### config.mk
export PLATFORM = sky130hd
export DESIGN_NAME = ins_dec_buf_flat
export DESIGN_NICKNAME = d
export VERILOG_FILES = /design/src/rtl/simple_processor_pkg.sv /design/src/rtl/ins_dec_buf_if.sv /design/src/rtl/ins_dec_lane.sv /design/src/rtl/ins_dec_buf.sv /design/src/flat_wrapper.sv
export SDC_FILE = /design/constraint.sdc
export NUM_CORES = 1
export LEC_CHECK = 0
export ABC_AREA = 1
export BUFFER_PORTS_ARGS = -buffer_cell sky130_fd_sc_hd__buf_2
export CAP_MARGIN = 25
export CORE_MARGIN = 10
export CORE_UTILIZATION = 28
export DETAILED_ROUTE_END_ITERATION = 8
export PLACE_DENSITY = 0.56
export SLEW_MARGIN = 15
export SYNTH_ARGS = -nofsm -noshare
export SYNTH_HDL_FRONTEND = slang
export SYNTH_HIERARCHICAL = 1
export SYNTH_SLANG_ARGS = --single-unit
export TNS_END_PERCENT = 30
### constraint.sdc
create_clock -name clk_i -period 4.8 [get_ports clk_i]
set_input_delay 0.96 -clock clk_i [delete_from_list [all_inputs] [get_ports clk_i]]
set_output_delay 0.96 -clock clk_i [all_outputs]
set_load 0.005 [all_outputs]
### src/rtl/simple_processor_pkg.sv
// ---------------------------------------------------------------------------
// simple_processor_pkg
// Shared widths, opcode enumeration and decoded-entry record for the
// decode stage and its instruction buffer.
// ---------------------------------------------------------------------------
package simple_processor_pkg;

    localparam int DATA_WIDTH  = 32;
    localparam int ADDR_WIDTH  = 32;
    localparam int INSTR_WIDTH = 16;

    // Opcode space is 4 bits; codes 13..15 are undefined (illegal).
    typedef enum logic [3:0] {
        ADD   = 4'd0,
        SUB   = 4'd1,
        AND   = 4'd2,
        OR    = 4'd3,
        XOR   = 4'd4,
        NOT   = 4'd5,
        ADDI  = 4'd6,
        SLL   = 4'd7,
        SLR   = 4'd8,
        SLLI  = 4'd9,
        SLRI  = 4'd10,
        LOAD  = 4'd11,
        STORE = 4'd12
    } func_t;

    typedef struct packed {
        func_t                 func;
        logic                  we;
        logic [2:0]            rd;
        logic [2:0]            rs1;
        logic [2:0]            rs2;
        logic [5:0]            imm;
        logic [ADDR_WIDTH-1:0] pc;
        logic                  valid_pc;
    } dec_entry_t;

    function automatic logic is_legal(input func_t f);
        case (f)
            ADD, SUB, AND, OR, XOR, NOT, ADDI,
            SLL, SLR, SLLI, SLRI, LOAD, STORE: return 1'b1;
            default:                           return 1'b0;
        endcase
    endfunction

endpackage

### src/rtl/ins_dec_buf_if.sv
// ---------------------------------------------------------------------------
// ins_dec_buf_if
// Bundles the fetch-side bus (IMEM word, ack, address, ready), the flush
// request and the execute-side valid/ready head interface of ins_dec_buf.
//   slave  : the buffer's view (fetch/flush/dec_ready in, decoded head out)
//   master : the surrounding pipeline's view
// ---------------------------------------------------------------------------
interface ins_dec_buf_if #(
    parameter int DATA_WIDTH = simple_processor_pkg::DATA_WIDTH,
    parameter int ADDR_WIDTH = simple_processor_pkg::ADDR_WIDTH,
    parameter int DEPTH      = 4
);
    // Fetch side
    logic [DATA_WIDTH-1:0]        imem_rdata_i;
    logic                         imem_ack_i;
    logic [ADDR_WIDTH-1:0]        imem_addr_i;
    logic                         imem_ready_o;
    logic                         flush_i;
    // Execute side
    logic                         dec_valid_o;
    logic                         dec_ready_i;
    simple_processor_pkg::func_t  func_o;
    logic                         we_o;
    logic [2:0]                   rd_addr_o;
    logic [2:0]                   rs1_addr_o;
    logic [2:0]                   rs2_addr_o;
    logic [5:0]                   imm_o;
    logic [ADDR_WIDTH-1:0]        pc_o;
    logic                         valid_pc_o;
    logic [$clog2(DEPTH+1)-1:0]   count_o;
    logic                         ovf_err_o;

    modport slave (
        input  imem_rdata_i, imem_ack_i, imem_addr_i, flush_i, dec_ready_i,
        output imem_ready_o, dec_valid_o, func_o, we_o, rd_addr_o, rs1_addr_o,
               rs2_addr_o, imm_o, pc_o, valid_pc_o, count_o, ovf_err_o
    );

    modport master (
        output imem_rdata_i, imem_ack_i, imem_addr_i, flush_i, dec_ready_i,
        input  imem_ready_o, dec_valid_o, func_o, we_o, rd_addr_o, rs1_addr_o,
               rs2_addr_o, imm_o, pc_o, valid_pc_o, count_o, ovf_err_o
    );
endinterface

### src/rtl/ins_dec_lane.sv
// ---------------------------------------------------------------------------
// ins_dec_lane
// Purely combinational decoder for one 16-bit instruction.
//   instr_i : raw instruction
//   pc_i    : byte address of this instruction
//   entry_o : decoded record (fields, write enable, legality, pc)
// ---------------------------------------------------------------------------
module ins_dec_lane
    import simple_processor_pkg::*;
(
    input  logic [INSTR_WIDTH-1:0] instr_i,
    input  logic [ADDR_WIDTH-1:0]  pc_i,
    output dec_entry_t             entry_o
);

    func_t func;
    logic  legal;

    assign func  = func_t'(instr_i[3:0]);
    assign legal = is_legal(func);

    // imm deliberately overlaps rs2: the format reuses those bits.
    always_comb begin
        entry_o.func     = func;
        entry_o.we       = legal && (func != STORE);
        entry_o.rd       = instr_i[15:13];
        entry_o.rs1      = instr_i[12:10];
        entry_o.rs2      = instr_i[9:7];
        entry_o.imm      = instr_i[9:4];
        entry_o.pc       = pc_i;
        entry_o.valid_pc = legal;
    end

endmodule

### src/rtl/ins_dec_buf.sv
// ---------------------------------------------------------------------------
// ins_dec_buf
// Decode stage with a DEPTH-entry instruction queue. Every fetched word is
// decoded lane-by-lane in parallel; lanes from the start lane upward are
// pushed with their PCs, and the queue head is offered to execute over a
// valid/ready handshake.
//   clk_i, arst_i : clock, asynchronous active-high reset
//   bus (slave)   : fetch word/ack/addr/ready, flush, dec_valid/dec_ready,
//                   decoded head fields, count_o, sticky ovf_err_o
// ---------------------------------------------------------------------------
module ins_dec_buf #(
    parameter int DATA_WIDTH  = simple_processor_pkg::DATA_WIDTH,
    parameter int INSTR_WIDTH = simple_processor_pkg::INSTR_WIDTH,
    parameter int ADDR_WIDTH  = simple_processor_pkg::ADDR_WIDTH,
    parameter int DEPTH       = 4
) (
    input  logic         clk_i,
    input  logic         arst_i,
    ins_dec_buf_if.slave bus
);
    import simple_processor_pkg::dec_entry_t;

    localparam int LANES       = DATA_WIDTH / INSTR_WIDTH;
    localparam int PTR_W       = $clog2(DEPTH);
    localparam int CNT_W       = $clog2(DEPTH + 1);
    localparam int WORD_BYTES  = DATA_WIDTH / 8;
    localparam int INSTR_SHIFT = $clog2(INSTR_WIDTH / 8);

    // ---------------- lane decode ----------------
    logic [ADDR_WIDTH-1:0] word_base;
    logic [ADDR_WIDTH-1:0] start_lane;
    dec_entry_t            lane_entry [LANES];

    assign word_base  = bus.imem_addr_i & ~ADDR_WIDTH'(WORD_BYTES - 1);
    assign start_lane = (bus.imem_addr_i & ADDR_WIDTH'(WORD_BYTES - 1)) >> INSTR_SHIFT;

    for (genvar k = 0; k < LANES; k++) begin : g_lane
        ins_dec_lane u_lane (
            .instr_i (bus.imem_rdata_i[k*INSTR_WIDTH +: INSTR_WIDTH]),
            .pc_i    (word_base + ADDR_WIDTH'(k * (INSTR_WIDTH / 8))),
            .entry_o (lane_entry[k])
        );
    end

    // ---------------- queue state ----------------
    dec_entry_t       mem_q [DEPTH];
    logic [PTR_W-1:0] wr_ptr_q, wr_ptr_d;
    logic [PTR_W-1:0] rd_ptr_q, rd_ptr_d;
    logic [CNT_W-1:0] count_q,  count_d;
    logic             ovf_q,    ovf_d;

    logic             ready;
    logic             push;
    logic             pop;
    logic [CNT_W-1:0] n_push;

    // Ready is derived from the registered count only, so it never depends
    // on same-cycle pops and has no combinational path from dec_ready_i.
    assign ready  = (CNT_W'(DEPTH) - count_q) >= CNT_W'(LANES);
    assign push   = bus.imem_ack_i && ready && !bus.flush_i;
    assign pop    = (count_q != '0) && bus.dec_ready_i;
    assign n_push = CNT_W'(LANES) - CNT_W'(start_lane);

    // ---------------- write steering ----------------
    logic [DEPTH-1:0] wr_en;
    dec_entry_t       wr_data [DEPTH];
    logic [PTR_W-1:0] slot;

    // NOTE: every combinational output gets a default first so no path
    // leaves it unassigned; otherwise a latch would be inferred.
    always_comb begin
        wr_en = '0;
        slot  = '0;
        for (int d = 0; d < DEPTH; d++) wr_data[d] = '0;
        if (push) begin
            for (int k = 0; k < LANES; k++) begin
                if (ADDR_WIDTH'(k) >= start_lane) begin
                    slot          = wr_ptr_q + PTR_W'(ADDR_WIDTH'(k) - start_lane);
                    wr_en[slot]   = 1'b1;
                    wr_data[slot] = lane_entry[k];
                end
            end
        end
    end

    // NOTE: the storage array has no reset; an entry is only ever read
    // once count covers it, so its power-up contents are irrelevant.
    always_ff @(posedge clk_i) begin
        for (int d = 0; d < DEPTH; d++) begin
            if (wr_en[d]) mem_q[d] <= wr_data[d];
        end
    end

    // ---------------- control next state ----------------
    always_comb begin
        count_d  = count_q + (push ? n_push : '0) - CNT_W'(pop);
        wr_ptr_d = wr_ptr_q + (push ? PTR_W'(n_push) : '0);
        rd_ptr_d = rd_ptr_q + PTR_W'(pop);
        // Overflow is flagged for any ack the buffer could not take,
        // even one arriving together with a flush.
        ovf_d    = ovf_q | (bus.imem_ack_i && !ready);
        if (bus.flush_i) begin
            count_d  = '0;
            wr_ptr_d = '0;
            rd_ptr_d = '0;
        end
    end

    // NOTE: state registers use non-blocking assignments so every flop
    // samples the pre-edge values, independent of statement order.
    always_ff @(posedge clk_i or posedge arst_i) begin
        if (arst_i) begin
            count_q  <= '0;
            wr_ptr_q <= '0;
            rd_ptr_q <= '0;
            ovf_q    <= 1'b0;
        end else begin
            count_q  <= count_d;
            wr_ptr_q <= wr_ptr_d;
            rd_ptr_q <= rd_ptr_d;
            ovf_q    <= ovf_d;
        end
    end

    // ---------------- head outputs ----------------
    dec_entry_t head;

    assign head = (count_q != '0) ? mem_q[rd_ptr_q] : '0;

    assign bus.imem_ready_o = ready;
    assign bus.dec_valid_o  = (count_q != '0);
    assign bus.func_o       = head.func;
    assign bus.we_o         = head.we;
    assign bus.rd_addr_o    = head.rd;
    assign bus.rs1_addr_o   = head.rs1;
    assign bus.rs2_addr_o   = head.rs2;
    assign bus.imm_o        = head.imm;
    assign bus.pc_o         = head.pc;
    assign bus.valid_pc_o   = head.valid_pc;
    assign bus.count_o      = count_q;
    assign bus.ovf_err_o    = ovf_q;

endmodule

### src/flat_wrapper.sv
// flat-port wrapper written by rule: the top's interface ports become plain ports
module ins_dec_buf_flat import simple_processor_pkg::dec_entry_t;
#(
    parameter int DATA_WIDTH  = simple_processor_pkg::DATA_WIDTH,
    parameter int INSTR_WIDTH = simple_processor_pkg::INSTR_WIDTH,
    parameter int ADDR_WIDTH  = simple_processor_pkg::ADDR_WIDTH,
    parameter int DEPTH       = 4
)
  (clk_i, arst_i, bus_imem_rdata_i, bus_imem_ack_i, bus_imem_addr_i, bus_flush_i, bus_dec_ready_i, bus_imem_ready_o, bus_dec_valid_o, bus_func_o, bus_we_o, bus_rd_addr_o, bus_rs1_addr_o, bus_rs2_addr_o, bus_imm_o, bus_pc_o, bus_valid_pc_o, bus_count_o, bus_ovf_err_o);
  ins_dec_buf_if #(.DATA_WIDTH(DATA_WIDTH), .ADDR_WIDTH(ADDR_WIDTH), .DEPTH(DEPTH)) bus_i ();
  input  logic clk_i;
  input  logic arst_i;
  input wire logic [$bits(bus_i.imem_rdata_i)-1:0] bus_imem_rdata_i;
  input wire logic [$bits(bus_i.imem_ack_i)-1:0] bus_imem_ack_i;
  input wire logic [$bits(bus_i.imem_addr_i)-1:0] bus_imem_addr_i;
  input wire logic [$bits(bus_i.flush_i)-1:0] bus_flush_i;
  input wire logic [$bits(bus_i.dec_ready_i)-1:0] bus_dec_ready_i;
  output wire logic [$bits(bus_i.imem_ready_o)-1:0] bus_imem_ready_o;
  output wire logic [$bits(bus_i.dec_valid_o)-1:0] bus_dec_valid_o;
  output wire logic [$bits(bus_i.func_o)-1:0] bus_func_o;
  output wire logic [$bits(bus_i.we_o)-1:0] bus_we_o;
  output wire logic [$bits(bus_i.rd_addr_o)-1:0] bus_rd_addr_o;
  output wire logic [$bits(bus_i.rs1_addr_o)-1:0] bus_rs1_addr_o;
  output wire logic [$bits(bus_i.rs2_addr_o)-1:0] bus_rs2_addr_o;
  output wire logic [$bits(bus_i.imm_o)-1:0] bus_imm_o;
  output wire logic [$bits(bus_i.pc_o)-1:0] bus_pc_o;
  output wire logic [$bits(bus_i.valid_pc_o)-1:0] bus_valid_pc_o;
  output wire logic [$bits(bus_i.count_o)-1:0] bus_count_o;
  output wire logic [$bits(bus_i.ovf_err_o)-1:0] bus_ovf_err_o;
  assign bus_i.imem_rdata_i = bus_imem_rdata_i;
  assign bus_i.imem_ack_i = bus_imem_ack_i;
  assign bus_i.imem_addr_i = bus_imem_addr_i;
  assign bus_i.flush_i = bus_flush_i;
  assign bus_i.dec_ready_i = bus_dec_ready_i;
  assign bus_imem_ready_o = bus_i.imem_ready_o;
  assign bus_dec_valid_o = bus_i.dec_valid_o;
  assign bus_func_o = bus_i.func_o;
  assign bus_we_o = bus_i.we_o;
  assign bus_rd_addr_o = bus_i.rd_addr_o;
  assign bus_rs1_addr_o = bus_i.rs1_addr_o;
  assign bus_rs2_addr_o = bus_i.rs2_addr_o;
  assign bus_imm_o = bus_i.imm_o;
  assign bus_pc_o = bus_i.pc_o;
  assign bus_valid_pc_o = bus_i.valid_pc_o;
  assign bus_count_o = bus_i.count_o;
  assign bus_ovf_err_o = bus_i.ovf_err_o;
  ins_dec_buf #(.DATA_WIDTH(DATA_WIDTH), .INSTR_WIDTH(INSTR_WIDTH), .ADDR_WIDTH(ADDR_WIDTH), .DEPTH(DEPTH)) u_core (.clk_i(clk_i), .arst_i(arst_i), .bus(bus_i));
endmodule
Word-level counts from Yosys, hierarchy flattened
Memories as Yosys holds them, arrays and structs flattened.
Index checks and enable logic that the tools add are counted.
{ "classes": {"n_addsub": 11, "multipliers": 0, "div": 0, "order_cmp": 11, "eq_ne": 2, "shift": 0, "mux": 37, "bitwise": 5, "n_reduce_logical": 15} }
{ "ops": {"columns": ["op", "n"], "rows": [
  ["212-bit two-way mux", 4],
  ["53-bit two-way mux", 5],
  ["212-bit AND", 1],
  ["212-bit bitwise mux", 1],
  ["53-bit demux with 2-bit select", 2],
  ["53-bit OR reduction", 2],
  ["32-bit by 2-bit adder with 32-bit output, second input constant", 1],
  ["4-bit two-way mux", 4],
  ["1-bit two-way mux", 12],
  ["1-bit logical AND", 10],
  ["2-bit two-way mux", 5],
  ["4-bit != test, second input constant", 2],
  ["2-bit adder", 3],
  ["3-bit greater-or-equal comparator, second input constant", 2],
  ["2-bit by 3-bit < comparator with 1-bit output, second input constant", 2],
  ["3-bit by 1-bit < comparator with 1-bit output, second input constant", 2],
  ["3-bit two-way mux", 2],
  ["2-bit inverter with 3-bit output", 2],
  ["1-bit demux with 2-bit select", 2],
  ["2-bit by 1-bit greater-or-equal comparator with 1-bit output, second input constant", 2],
  ["4-bit OR", 1],
  ["1-bit by 1-bit subtractor with 2-bit output, first input constant", 2],
  ["3-bit adder", 1],
  ["3-bit by 2-bit greater-or-equal comparator with 1-bit output, second input constant", 1],
  ["other kinds (8)", 10]
]} }
{ "totals": {"regBits": 8, "latchBits": 0, "mem_bits_rw": 212, "mem_bits_ro": 32, "inputBits": 69, "n_memories": 3} }
{ "memory_table": {"columns": ["memory", "depth", "word_bits", "read_ports", "rd_ports_with_merged_regs", "wr", "line_no", "rtl"], "rows": [
  ["u_core.mem_q", 4, 53, 1, 0, 2, "ins_dec_buf.sv:46", "dec_entry_t mem_q [DEPTH];"],
  ["(no name shown)", 16, 1, 1, 0, 0, "simple_processor_pkg.sv:41", "case (f)"],
  ["(no name shown)", 16, 1, 1, 0, 0, "simple_processor_pkg.sv:41", null]
]} }

Longest topological paths before layout
Gate-level depths: netlist (run 1).
{ "logic_depth": {"depth_word": 15, "depth_mapped": 16, "ltp_nobuf": 14} }

Modules after synthesis
The synthesis (run 1) kept the hierarchy.
{ "by_module_without_submodules": {"columns": ["module", "n_inst", "cells_each", "area_per_inst_um2", "seq_area_each_um2"], "rows": [
  ["ins_dec_buf", 1, 1502, 12401.9, 6566.3],
  ["ins_dec_lane", 2, 57, 410.4, 0.0]
]} }

Worst setup path before layout (run 1)
No wires, ideal clock.
{ "synth_path": {"path_kind": "input to register", "startpoint": "input bus_imem_addr_i[1]", "endpoint": "memory u_core/mem_q[2][0] (netlist bit), enable pin", "setup_time_ns": 0.481, "t_arrival_ns": 4.620, "required_time_ns": 4.319, "slack_ns": -0.302, "stages": 8, "path_cell_list": "inv_1 -> ha_1 -> inv_2 -> nor2_4 -> buf_4 -> buf_4 -> nand2_1 -> a21oi_1"} }
{ "synth_lines": {"columns": ["element", "line_no", "rtl"], "rows": [
  ["from (decl)", "flat_wrapper.sv:15", "input wire logic [$bits(bus_i.imem_addr_i)-1:0] bus_imem_addr_i;"],
  ["to (decl)", "ins_dec_buf.sv:46", null]
]} }

Worst setup path in the final report (run 1)
{ "layout_path": {"startpoint": "register u_core.rd_ptr_q[0]", "endpoint": "output bus_rs1_addr_o[1]"} }
{ "layout_via": {"elab_chain_cells": 2} }
{ "layout_lines": {"columns": ["element", "line_no", "rtl"], "rows": [
  ["from (decl)", "ins_dec_buf.sv:48", "logic [PTR_W-1:0] rd_ptr_q, rd_ptr_d;"],
  ["from (signal assigned)", "ins_dec_buf.sv:120", "rd_ptr_q <= rd_ptr_d;"],
  ["memory 4 x 53 bit", null, null],
  ["53-bit two-way mux", "ins_dec_buf.sv:128", "assign head = (count_q != '0) ? mem_q[rd_ptr_q] : '0;"],
  ["to (decl)", "flat_wrapper.sv:23", "output wire logic [$bits(bus_i.rs1_addr_o)-1:0] bus_rs1_addr_o;"]
]} }
No other way between the ends.

==> results of run 1 <==
==> area by class of cell <==
cell class | count | area share (%)
Sequential cell | 220 | 45.25
Multi-Input combinational cell | 1072 | 34.94
Timing Repair Buffer | 156 | 6.065
Tap cell | 607 | 5.230
Clock buffer | 30 | 4.730
Inverter | 90 | 2.361
Clock inverter | 18 | 1.361
Antenna cell | 4 | 0.06892
==> synth_stat cells (all sizes together) <==
cell type and number:
nand3 268, o21ai 160, nand2 132, edfxtp 212, a21oi 216, clkbuf 73, o21bai 1, nor2 277
nand4 1, xnor2 2, inv 90, fa 1, dfrtp 8, ha 10, conb 2, buf 163
==> worst max path at each step <==
stage	from	endpoint	slack, ns	cells past startpoint
2_1_floorplan	bus_imem_addr_i[1]	u_core/mem_q[1][0]	-0.30	6
3_5_place_dp	bus_imem_addr_i[1]	u_core/mem_q[0][17]	1.10	8
5_1_grt	u_core/rd_ptr_q[0]	bus_rs1_addr_o[1]	0.62	5
6_report	u_core/rd_ptr_q[0]	bus_rs1_addr_o[1]	0.85	5
3_3_place_gp	bus_imem_addr_i[1]	u_core/mem_q[0][15]	1.10	8
4_1_cts	u_core/rd_ptr_q[0]	bus_rs1_addr_o[1]	0.73	5
==> state kept, by name, summed over array words and instances (netlist names) <==
name,flops
u_core/bus.ovf_err_o,1
u_core/rd_ptr_q,2
u_core/wr_ptr_q,2
u_core/mem_q,212
u_core/bus.count_o,3
==> power by group through the flow <==
| stage | Combinational [µW] | Sequential [µW] | Clock, µW |
|---|---|---|---|
| floorplan | 1770 | 2460 | 0 |
| global placement | 2870 | 2480 | 0 |
| detailed placement | 2910 | 2490 | 0 |
| CTS | 2920 | 2450 | 2100 |
| global route | 3190 | 2470 | 2180 |
| finish | 2860 | 2450 | 2060 |
==> layer usage <==
| metal | wire, µm | vias up | global-route usage, % | share of wire (%) |
|---|---|---|---|---|
| met5 | 0 | - | 0 | 0 |
| met4 | 895 | 0 | 4.622 | 2.1 |
| met3 | 2732 | 70 | 2.083 | 6.6 |
| met2 | 19430 | 436 | 23.10 | 47 |
| met1 | 18600 | 5342 | 18.89 | 45 |
| li1 | - | 5318 | - | - |
==> through the flow <==
stage	instance area [µm²]	power (µW)	setup TNS [ns]
2_1_floorplan	13230	4236	-30.33
3_3_place_gp	13610	5357	0
3_5_place_dp	13610	5397	0
4_1_cts	14490	7470	0
5_1_grt	14520	7835	0
6_report	14520	7363	0
==> cells by family (layout without fill, tap and decap cells) <==
group	Yosys count	count (layout)	share of synthesized area (%)
AO/OA/AOI/OAI	377	377	14.29
AND/OR/NAND/NOR	678	678	22.09
adder cells (fa/ha/maj)	11	11	1.098
XOR/XNOR	2	2	0.1325
buffers and inverters	326	294	12.68
flip-flops	220	220	49.66
other	2	8	0.05680
==> reports/results.txt, run 1 <==
Peak VDD IR: 0.5309 mV
Crit path kind: flop to output pin
Finished Core Util: 31.13%
R2R Path Start: u_core/bus.count_o[1]
# H-tree levels: 1
Post-route clock skew: 0.009151 ns
CTS resizes: 0
Clk root buf: clkbuf_16
Sequential share of power: 33.2%
Syn Std Cell Area: 13220 µm²
Die width: 237.3 µm
Place WS: 1.099 ns
Max Clk Rate: 0.2529 GHz
Slowest stage delay, CP: 0.72 ns
Nets@finish: 1647
CP Launch Type: flop
Most frequent cells in the layout: nor2_1, nand3_1, a21oi_1
ANT nets after route: 0
Setup ws final: 0.8464 ns
Starting Density: 28.34%
Hold_ws: 0.3967 ns
Max-slew headroom: 34.39%
Reg2Reg Setup Slack: 1.70 ns
Total number of vias: 11170
MaxCap Viol Count: 0
CP max FO: 59
Total GRT Usage: 14.15%
Largest delay share family, worst path: buffers and inverters
Fin crit share: 82.37%
Placer congestion estimate: 0.7509
Total Wirelength: 41660 µm
Die area: 56320 µm²
Area growth from synthesis to final layout: 9.832%
Core ar.: 46650 µm²
Synth Instances: 1616
Fillers: 4899
Clock Sinks: 220
Largest net degree at the start of global routing: 107
Hold_buf cts: 0
Via density: 5.082
Fin cells: 2197
P_leak: 0.005291 µW
Clk pwr share: 28.0%
Dpl cells: 2144
First-pass GRT wire length: 63830 µm
CP cell instances: clkinv_2 > buf_4 > o21ai_0 > a21oi_1 > buf_2
DRC viols: 0
Post-synthesis sequential area ratio: 49.66%
Syn Area/Cell: 8.182 µm²
Buf/Inv on CP: 3
Distinct cell type count after synthesis: 23
Ys Warns: 6
Commonest non-fill, non-tap cell in the layout: nor2_1
Worst EP arrival: 2.99 ns
Share of layout cells above drive strength 1: 14.00%
RSZ-0062 raised after global routing: false
Die height: 237.3 µm
Reg clk slew, reported paths: 0.06 ns
Synth top area share: 48.15%
CTS buffer count: 27
Register area: 6571 µm²
Ranking of synthesized cells by area: edfxtp_1, nand3_1, a21oi_1
Pre-Repair DR Iteration Count: 6
Status: completed
Worst Tran Pin Value: 0.9827 ns
Flops & latches, synth: 220
Worst Setup End Kind: output pin
Routed len/inst: 18.96 µm
Initial antenna violation count: 5
Internal Dissipation: 4426 µW
Comb pwr share: 38.8%
Max Slew Vio Count: 0
Setup bufs post-CTS: 0
Area leader, netlist: edfxtp_1
Tmin final: 3.954 ns
Worst skew pair latency: 0.54 ns
Pwr dens: 507.0 nW/µm²
Final Hold Fails: 0
Worst r2r dst: u_core/mem_q[3][4]
Hold WC Path Type: primary input to asynchronous set/reset pin
# rows: 79
CTS tree: yes
Ports: 128
Gr ovfl total: 0
Area of the multi-input gates: 5074 µm²
Master of the slowest instance on the critical path: clkinv_2
Vias in the first global route: 10710
Worst-case clock buffer depth: 3
Initial drt markers: 898
HPWL Detailed: 23520 µm
Psw: 2937 µW
Port bufs: 126
# setup viols final: 0
CP required: 3.84 ns
Switch share: 39.89%
Reg2reg path depth: 9
No activity file was read; power rests on OpenSTA's default activity.
==> run 2: changes to the inputs <==
--- a/config.mk
+++ b/config.mk
@@ -11,7 +11,7 @@
 export CORE_MARGIN = 10
 export CORE_UTILIZATION = 28
 export DETAILED_ROUTE_END_ITERATION = 8
-export PLACE_DENSITY = 0.56
+export PLACE_DENSITY = 0.55
 export SLEW_MARGIN = 15
 export SYNTH_ARGS = -nofsm -noshare
 export SYNTH_HDL_FRONTEND = slang
==> constraint.sdc (replaced) <==
create_clock -name clk_i -period 4 [get_ports clk_i]
set_input_delay 0.8 -clock clk_i [delete_from_list [all_inputs] [get_ports clk_i]]
set_output_delay 0.8 -clock clk_i [all_outputs]
set_load 0.005 [all_outputs]
==> reports/results.txt, run 2 (synthesis gave the netlist of run 1 again) <==
Die height: 237.3 µm (unchanged)
Fillers: 4877 (-0.45%)
Initial antenna violation count: 4 (-1)
Pre-Repair DR Iteration Count: 5 (-1)
Setup bufs post-CTS: 0 (unchanged)
Hold_buf cts: 0 (unchanged)
Routed len/inst: 19.47 µm (+2.7%)
Core ar.: 46650 µm² (unchanged)
Fin cells: 2198 (+0.046%)
Fin crit share: 82.80%
Psw: 3552 µW (+21%)
RSZ-0062 raised after global routing: false
Area growth from synthesis to final layout: 9.907% (about the same)
CP required: 3.20 ns (-0.64 ns)
Post-route clock skew: 0.008677 ns (-0.0004740 ns)
CP max FO: 20 (-66%)
Placer congestion estimate: 0.7316 (-2.6%)
Reg2reg path depth: 14 (+5)
Switch share: 40.47% (+0.58 points)
CTS buffer count: 26 (-3.7%)
Reg2Reg Setup Slack: 1.13 ns (-0.57 ns)
Peak VDD IR: 0.3687 mV (-31%)
First-pass GRT wire length: 65270 µm (+2.3%)
Starting Density: 28.34% (unchanged)
R2R Path Start: u_core/bus.count_o[1]
CP Launch Type: flop
Max-slew headroom: 36.52% (+2.1 points)
Tmin final: 3.312 ns
Share of layout cells above drive strength 1: 13.97% (-0.026 points)
Worst Tran Pin Value: 0.9523 ns (-0.03045 ns)
MaxCap Viol Count: 0 (unchanged)
Nets@finish: 1649 (+0.12%)
Worst-case clock buffer depth: 3 (unchanged)
Largest net degree at the start of global routing: 108 (+0.93%)
Final Hold Fails: 0 (unchanged)
Max Clk Rate: 0.3019 GHz
Largest register FFs: 212 (unchanged)
Commonest non-fill, non-tap cell in the layout: nor2_1
Comb pwr share: 40.2% (+1.4 points)
Max Slew Vio Count: 0 (unchanged)
Port bufs: 126 (unchanged)
Worst skew pair latency: 0.53 ns (about the same)
Initial drt markers: 1063 (+18%)
Worst Setup End Kind: output pin
Ports: 128 (unchanged)
Via density: 5.104 (+0.43%)
Finished Core Util: 31.15% (about the same)
Die width: 237.3 µm (unchanged)
Sequential share of power: 33.2% (about the same)
# rows: 79 (unchanged)
Total GRT Usage: 14.56% (+0.41 points)
# H-tree levels: 1 (unchanged)
Vias in the first global route: 10570 (-1.4%)
Worst r2r dst: u_core/bus.count_o[2]
Total Wirelength: 42790 µm (+2.7%)
CTS tree: yes
Gr ovfl total: 0 (unchanged)
Most frequent cells in the layout: nor2_1, nand3_1, a21oi_1
Clk root buf: clkbuf_16
Dpl cells: 2147 (+0.14%)
Internal Dissipation: 5224 µW (+18%)
Pwr dens: 603.8 nW/µm² (+19%)
DRC viols: 0 (unchanged)
Reg with most FFs: u_core/mem_q
Status: completed
Clock Sinks: 220 (unchanged)
Hold WC Path Type: primary input to asynchronous set/reset pin
Crit path kind: flop to output pin
# setup viols final: 0 (unchanged)
P_leak: 0.005287 µW (about the same)
Worst EP arrival: 2.51 ns (-0.48 ns)
Total number of vias: 11220 (+0.47%)
CTS resizes: 0 (unchanged)
Reg clk slew, reported paths: 0.06 ns (about the same)
Clk pwr share: 26.6% (-1.4 points)
Die area: 56320 µm² (unchanged)
ANT nets after route: 0 (unchanged)
HPWL Detailed: 23850 µm (+1.4%)
run 2: cell count changes in the layout (fill, tap and decap cells not counted):
cell       change
bufinv_16      -2
nand2_2        -1
nand2_4        +1
buf_16         +1
clkbuf_1       +4
clkinv_4       -1
buf_12         +2
clkinv_1       -1
diode_2        -2
run 2: how the worst max path moves through the flow:
| stage | startpoint | to | cells after the start |
|---|---|---|---|
| 2_1_floorplan | bus_imem_addr_i[1] | u_core/mem_q[1][0] | 6 |
| 6_report | u_core/rd_ptr_q[1] | bus_pc_o[0] | 6 |
| 5_1_grt | u_core/rd_ptr_q[1] | bus_pc_o[0] | 6 |
| 3_5_place_dp | bus_imem_addr_i[1] | u_core/mem_q[3][17] | 8 |
| 3_3_place_gp | bus_imem_addr_i[1] | u_core/mem_q[3][17] | 8 |
| 4_1_cts | u_core/bus.count_o[1] | bus_pc_o[17] | 6 |
run 2: area by class of cell:
| type | count | area, µm² | share of cell area (%) |
|---|---|---|---|
| repair buffers | 159 | 948.4 | 6.526 |
| well taps | 607 | 759.5 | 5.226 |
| clock inverters | 14 | 125.1 | 0.8610 |
| inverters | 90 | 342.8 | 2.359 |
| multi-input cells | 1072 | 5079 | 34.95 |
| diodes | 2 | 5.005 | 0.03444 |
| flip-flops and latches | 220 | 6571 | 45.22 |
| clock buffers | 34 | 701.9 | 4.830 |
run 2: power by group through the flow:
| stage | logic [µW] | clock network (µW) | registers [µW] |
|---|---|---|---|
| final | 3530 | 2330 | 2910 |
| after global routing | 3930 | 2480 | 2930 |
| after CTS | 3590 | 2400 | 2920 |
| after detailed placement | 3580 | 0 | 2960 |
| after global placement | 3540 | 0 | 2960 |
| after floorplan | 2130 | 0 | 2950 |
run 2: per-stage QoR:
step / power [µW] / setup slack, ns / area, µm² / hold WS [ns] / TNS [ns]
final: 8775 / 0.6882 / 14530 / 0.2370 / 0
after global routing: 9342 / 0.5408 / 14530 / 0.2545 / 0
after CTS: 8905 / 0.6623 / 14500 / 0.2478 / 0
after detailed placement: 6545 / 0.6067 / 13670 / 0.4650 / 0
after global placement: 6496 / 0.6248 / 13670 / 0.4563 / 0
after floorplan: 5083 / -0.9370 / 13230 / 0.4678 / -98.17
run 2: worst max-delay path: stages (launching register included):
cell     delay, ns
dfrtp_2       0.62
inv_2         0.29
buf_4         0.32
nor2_1        0.12
o21ai_0       0.08
a21oi_1       0.32
buf_2         0.19
run 2: metal layers:
metal	vias to the layer above	part of all wire [%]	global-route usage [%]
met4	2	1.8	3.962
met5	-	0.026	0
met2	432	47	23.83
met3	59	6.1	1.886
met1	5390	45	19.82
li1	5336	-	-
